### src/rtl/pci_master_sched.sv
// pci_master_sched: round-robin owner selection for the shared PCI initiator, REQ#/GNT# handshake and latency-timer preemption.
module pci_master_sched #(
  parameter int NREQ = 4,
  parameter int OW = $clog2(NREQ)
) (
  input  logic            clk,
  input  logic            rst,
  input  logic [NREQ-1:0] int_req,
  input  logic [NREQ-1:0] int_last,
  input  logic            bus_master_en,
  input  logic [7:0]      lat_timer,
  input  logic            gnt,
  input  logic            frame_in,
  input  logic            irdy_in,
  output logic            req,
  output logic [NREQ-1:0] int_gnt,
  output logic [OW-1:0]   owner,
  output logic            int_preempt,
  output logic            busy
);
  typedef enum logic [1:0] {IDLE, REQUEST, OWN, RELEASE} state_t;
  state_t state, state_n;
  logic [OW-1:0] rr_ptr, rr_ptr_n, owner_n, win, owner_inc;
  logic [7:0] lat_cnt, lat_cnt_n;
  logic [1:0] rel_cnt, rel_cnt_n;
  logic [NREQ-1:0] int_gnt_n;
  logic req_n, preempt_n;
  // downward scan so the lowest offset from rr_ptr wins
  always_comb begin
    win = rr_ptr;
    for (int i = NREQ - 1; i >= 0; i--)
      if (int_req[OW'((int'(rr_ptr) + i) % NREQ)]) win = OW'((int'(rr_ptr) + i) % NREQ);
  end
  assign owner_inc = (int'(owner) == NREQ - 1) ? '0 : owner + 1'b1;
  always_comb begin
    state_n = state;
    req_n = req;
    int_gnt_n = int_gnt;
    owner_n = owner;
    preempt_n = int_preempt;
    rr_ptr_n = rr_ptr;
    lat_cnt_n = lat_cnt;
    rel_cnt_n = rel_cnt;
    case (state)
      IDLE: if (bus_master_en && |int_req) begin
        owner_n = win;
        req_n = 1'b0;
        state_n = REQUEST;
      end
      REQUEST: if (!int_req[owner] || !bus_master_en) begin
        req_n = 1'b1;
        state_n = IDLE;
      end else if (!gnt && frame_in && irdy_in) begin
        int_gnt_n = NREQ'(1) << owner;
        lat_cnt_n = lat_timer;
        state_n = OWN;
      end
      OWN: if (int_last[owner]) begin
        int_gnt_n = '0;
        req_n = 1'b1;
        preempt_n = 1'b0;
        rr_ptr_n = owner_inc;
        rel_cnt_n = 2'd1;
        state_n = RELEASE;
      end else begin
        lat_cnt_n = (lat_cnt == 8'd0) ? 8'd0 : lat_cnt - 8'd1;
        preempt_n = int_preempt | (lat_cnt == 8'd0 && gnt) | !bus_master_en;
      end
      RELEASE: begin
        rel_cnt_n = (rel_cnt == 2'd0) ? 2'd0 : rel_cnt - 2'd1;
        state_n = (rel_cnt <= 2'd1) ? IDLE : RELEASE;
      end
      default: state_n = IDLE;
    endcase
  end
  always_ff @(posedge clk or posedge rst) begin
    if (rst) begin
      state <= IDLE;
      req <= 1'b1;
      int_gnt <= '0;
      owner <= '0;
      int_preempt <= 1'b0;
      rr_ptr <= '0;
      lat_cnt <= 8'd0;
      rel_cnt <= 2'd0;
    end else begin
      state <= state_n;
      req <= req_n;
      int_gnt <= int_gnt_n;
      owner <= owner_n;
      int_preempt <= preempt_n;
      rr_ptr <= rr_ptr_n;
      lat_cnt <= lat_cnt_n;
      rel_cnt <= rel_cnt_n;
    end
  end
  assign busy = state != IDLE;
endmodule

### config.mk
export PLATFORM = sky130hd
export DESIGN_NAME = pci_master_sched
export DESIGN_NICKNAME = d
export VERILOG_FILES = /design/src/rtl/pci_master_sched.sv
export SDC_FILE = /design/constraint.sdc
export NUM_CORES = 1
export LEC_CHECK = 0
export CAP_MARGIN = 5
export CORE_MARGIN = 5
export CORE_UTILIZATION = 40
export DETAILED_ROUTE_END_ITERATION = 6
export HOLD_SLACK_MARGIN = 0.08
export SETUP_SLACK_MARGIN = 0.4
export SYNTH_ARGS = -nofsm -noshare
export SYNTH_HDL_FRONTEND = slang
export SYNTH_SLANG_ARGS = --single-unit
### constraint.sdc
create_clock -name clk -period 2.4 [get_ports clk]
set_clock_uncertainty 0.05 [all_clocks]
set_input_delay 0.48 -clock clk [delete_from_list [all_inputs] [get_ports clk]]
set_output_delay 0.48 -clock clk [all_outputs]
set_load 0.02 [all_outputs]
==> flow_summary.toml <==
[critical_path]
rrSetupSlack_ns = 0.42
crit_start = "owner[1]"
endpoint_kind = "output pin"
slowest_stage = "clkdlybuf4s50_1"
worstSetupPathDepth = 1
cp_slowest_stage_delay_ns = 0.67
cp-start-kind = "flop"
cp_num_buf_inv = 1
r2r-start = "lat_cnt[1]"
rr_worst_depth = 7
critPathTopFamily = "buffers and inverters"
endpoint = "owner[1]"
crit_fanout = 7
critPathRequiredTime_ns = 1.87
crit_chain = "clkdlybuf4s50_1"
timing.rr.end = "lat_cnt[6]"
worstSetupPathType = "flop to output pin"
crit_arrival_ns = 1.45

[global_routing]
antenna_found_initial = 0
grt_usage_pct = 14.12
gr-total-overflow = 0
grt_pass1_wl_um = 6023
grt_max_degree = 23
grt_pass1_vias = 1332

[synth]
synth-edff-count = 0
syn_inst = 154
yosys.area_share.simple_pct = 19.77
synthFlopType = "dfrtp_1"
ys_async_sr_fraction_pct = 100.0
synth-compound-area-share_pct = 13.78
muxShareOfSynthArea_pct = 17.23
synth_fa_ha_area_share_pct = 8.203
synth_area_um2 = 1525
syn_nets = 186
synth_area_per_cell_um2 = 9.904
ys_seq_area_share_pct = 36.18
synth_cell_types = 41
synth_top_family_by_area = "simple AND/OR/NAND/NOR gates"
synth-xor-area-share_pct = 1.148
yosysWarnings = 0
ys_ff_latch = 22

[die]
die_h_um = 71.75
die_area_um2 = 5148
die_w_um = 71.75
core_area_um2 = 3689
boundaryPins = 31
rows = 22
initial_utilization_pct = 41.35

[clock_tree]
cts_buffers = 3
cts_max_level = 1
cts_hold_buf = 0
cts.path.max_buffers = 2
cts_tree = "done"
path_clk_slew_ns = 0.07
clock_latency_ns = 0.25
cts_root_buffer = "clkbuf_8"
clock_sinks = 22

[timing]
hold-worst-slack_ns = 0.4699
slew_headroom_pct = 74.23
max_freq_mhz = 505.4
rsz0062_at_grt = "yes"
hold_viol = 0
finalSetupTns_ns = 0
worst_pin_slew_ns = 0.3837
setup_viol = 0
drv_slew = 0
layout_setup_ws_ns = 0.4215
fin_crit_sh_pct = 82.44
period_minus_slack_ns = 1.979

[final_layout]
nNetsFinal = 229
final_cells = 244
diodes = 0
layout-area-overhead-vs-synth_pct = 35.52
drive_gt1_share_pct = 25.51

[route]
wl_um = 3551
drc = 0
postRouteAntennaNets = 0
drt_first_pass_iters = 4
num_vias = 1281
drt_iter0_drc = 59
routedWlPerCell_um = 14.55
viasPerCell = 5.250

[placement]
dpl.cell_count = 237
dp_hpwl_um = 2714
pre_cts_slack_ns = 0.03804
routabilityCongestion = 0.8173
buffer_ports.inserted = 30

[status]
status = "finished, final reports clean"

[pwr]
power.leakage_nw = 0.9243
max-vdd-ir-drop_v = 0.0005208
power_density_nw_per_um2 = 1061

[min_path]
min_path_cells = 1
hold_path.class = "flop to flop"
hold_start = "int_gnt[2]"

[flow_run]
maxCapViolCount = 0
logic make-up (layout without fill, tap and decap cells):
group	after synthesis	after routing
muxes	23	23
buffers and inverters	15	57
DFF	22	22
adders and majority gates	10	10
xor gates and xnor gates	2	2
and+or+nand+nor	48	48
AOI/OAI and AO/OA	34	34
report_power, final:
group | switching [W] | leakage (nW) | internal [W]
Combinational | 0.000539 | 0.631 | 0.000650
Sequential | 0.000233 | 0.271 | 0.000545
Clock | 0.000109 | 0.0228 | 0.000118
per-stage QoR:
step           utilization (%)  area, µm²  total power [W]
2_1_floorplan                -       1525         0.001486
3_3_place_gp             52.44       1934         0.001820
3_5_place_dp             52.44       1934         0.001857
4_1_cts                  54.21       1999         0.002115
5_1_grt                  56.04       2067         0.002362
6_report                 56.04       2067         0.002194
cell usage after synthesis (3+ instances only):
master | count | share of area, %
dfrtp_1 | 21 | 34
nor2b_1 | 8 | 3.3
inv_1 | 12 | 3.0
o21ai_0 | 4 | 1.3
ha_1 | 10 | 8.2
nor2_1 | 11 | 2.7
mux2i_1 | 9 | 5.9
nand2_1 | 9 | 2.2
nor3_1 | 3 | 0.98
mux2_2 | 12 | 8.9
clkbuf_1 | 3 | 0.74
a21oi_1 | 17 | 5.6
placed cells by master (no fill, tap or decap), drive strengths merged, types with 4 or more instances in the layout:
| cell type | instances |
|---|---|
| nor2b | 9 |
| nor2 | 11 |
| inv | 12 |
| dlymetal6s2s | 4 |
| mux2 | 13 |
| clkdlybuf4s50 | 25 |
| nor3 | 5 |
| mux2i | 9 |
| ha | 10 |
| dfrtp | 21 |
| a21oi | 17 |
| clkbuf | 5 |
| nand2 | 10 |
| buf | 11 |
| o21ai | 4 |
timing repair:
action | in CTS | in global routing
setup buffers | 0 | 3
resized for setup | 7 | 14
pin swaps | 2 | 4
endpoints found under the setup margin | 12 | 13
worst min-delay path by stage:
| stage | endpoint |
|---|---|
| after CTS | int_gnt[2] |
| final | int_gnt[2] |
| after global placement | int_gnt[0] |
| after floorplan | int_gnt[0] |
| after detailed placement | int_gnt[2] |
| after global routing | int_gnt[3] |
flip-flops by register name (all words and copies together), names as in the netlist:
signal,cells
lat_cnt,8
int_gnt,4
owner,2
rel_cnt,2
rr_ptr,2
state,2
int_preempt,1
req,1
metal layers:
| layer | routed length [µm] | track usage [%] | up-vias |
|---|---|---|---|
| met5 | 0 | 0 | - |
| met4 | 16 | 3.758 | 0 |
| met3 | 124 | 2.244 | 2 |
| met2 | 1736 | 23.98 | 25 |
| met1 | 1674 | 18.57 | 624 |
| li1 | - | - | 630 |
final cells by class:
| cell class | count | area, µm² |
|---|---|---|
| multi-input combinational | 117 | 975.9 |
| inverter | 12 | 45.04 |
| clock buffer | 4 | 45.04 |
| fill | 346 | 1622 |
| timing repair buffer | 41 | 387.9 |
| tap | 48 | 60.06 |
| sequential | 22 | 553.0 |
Note: power is estimated with default switching activity, not from simulation.
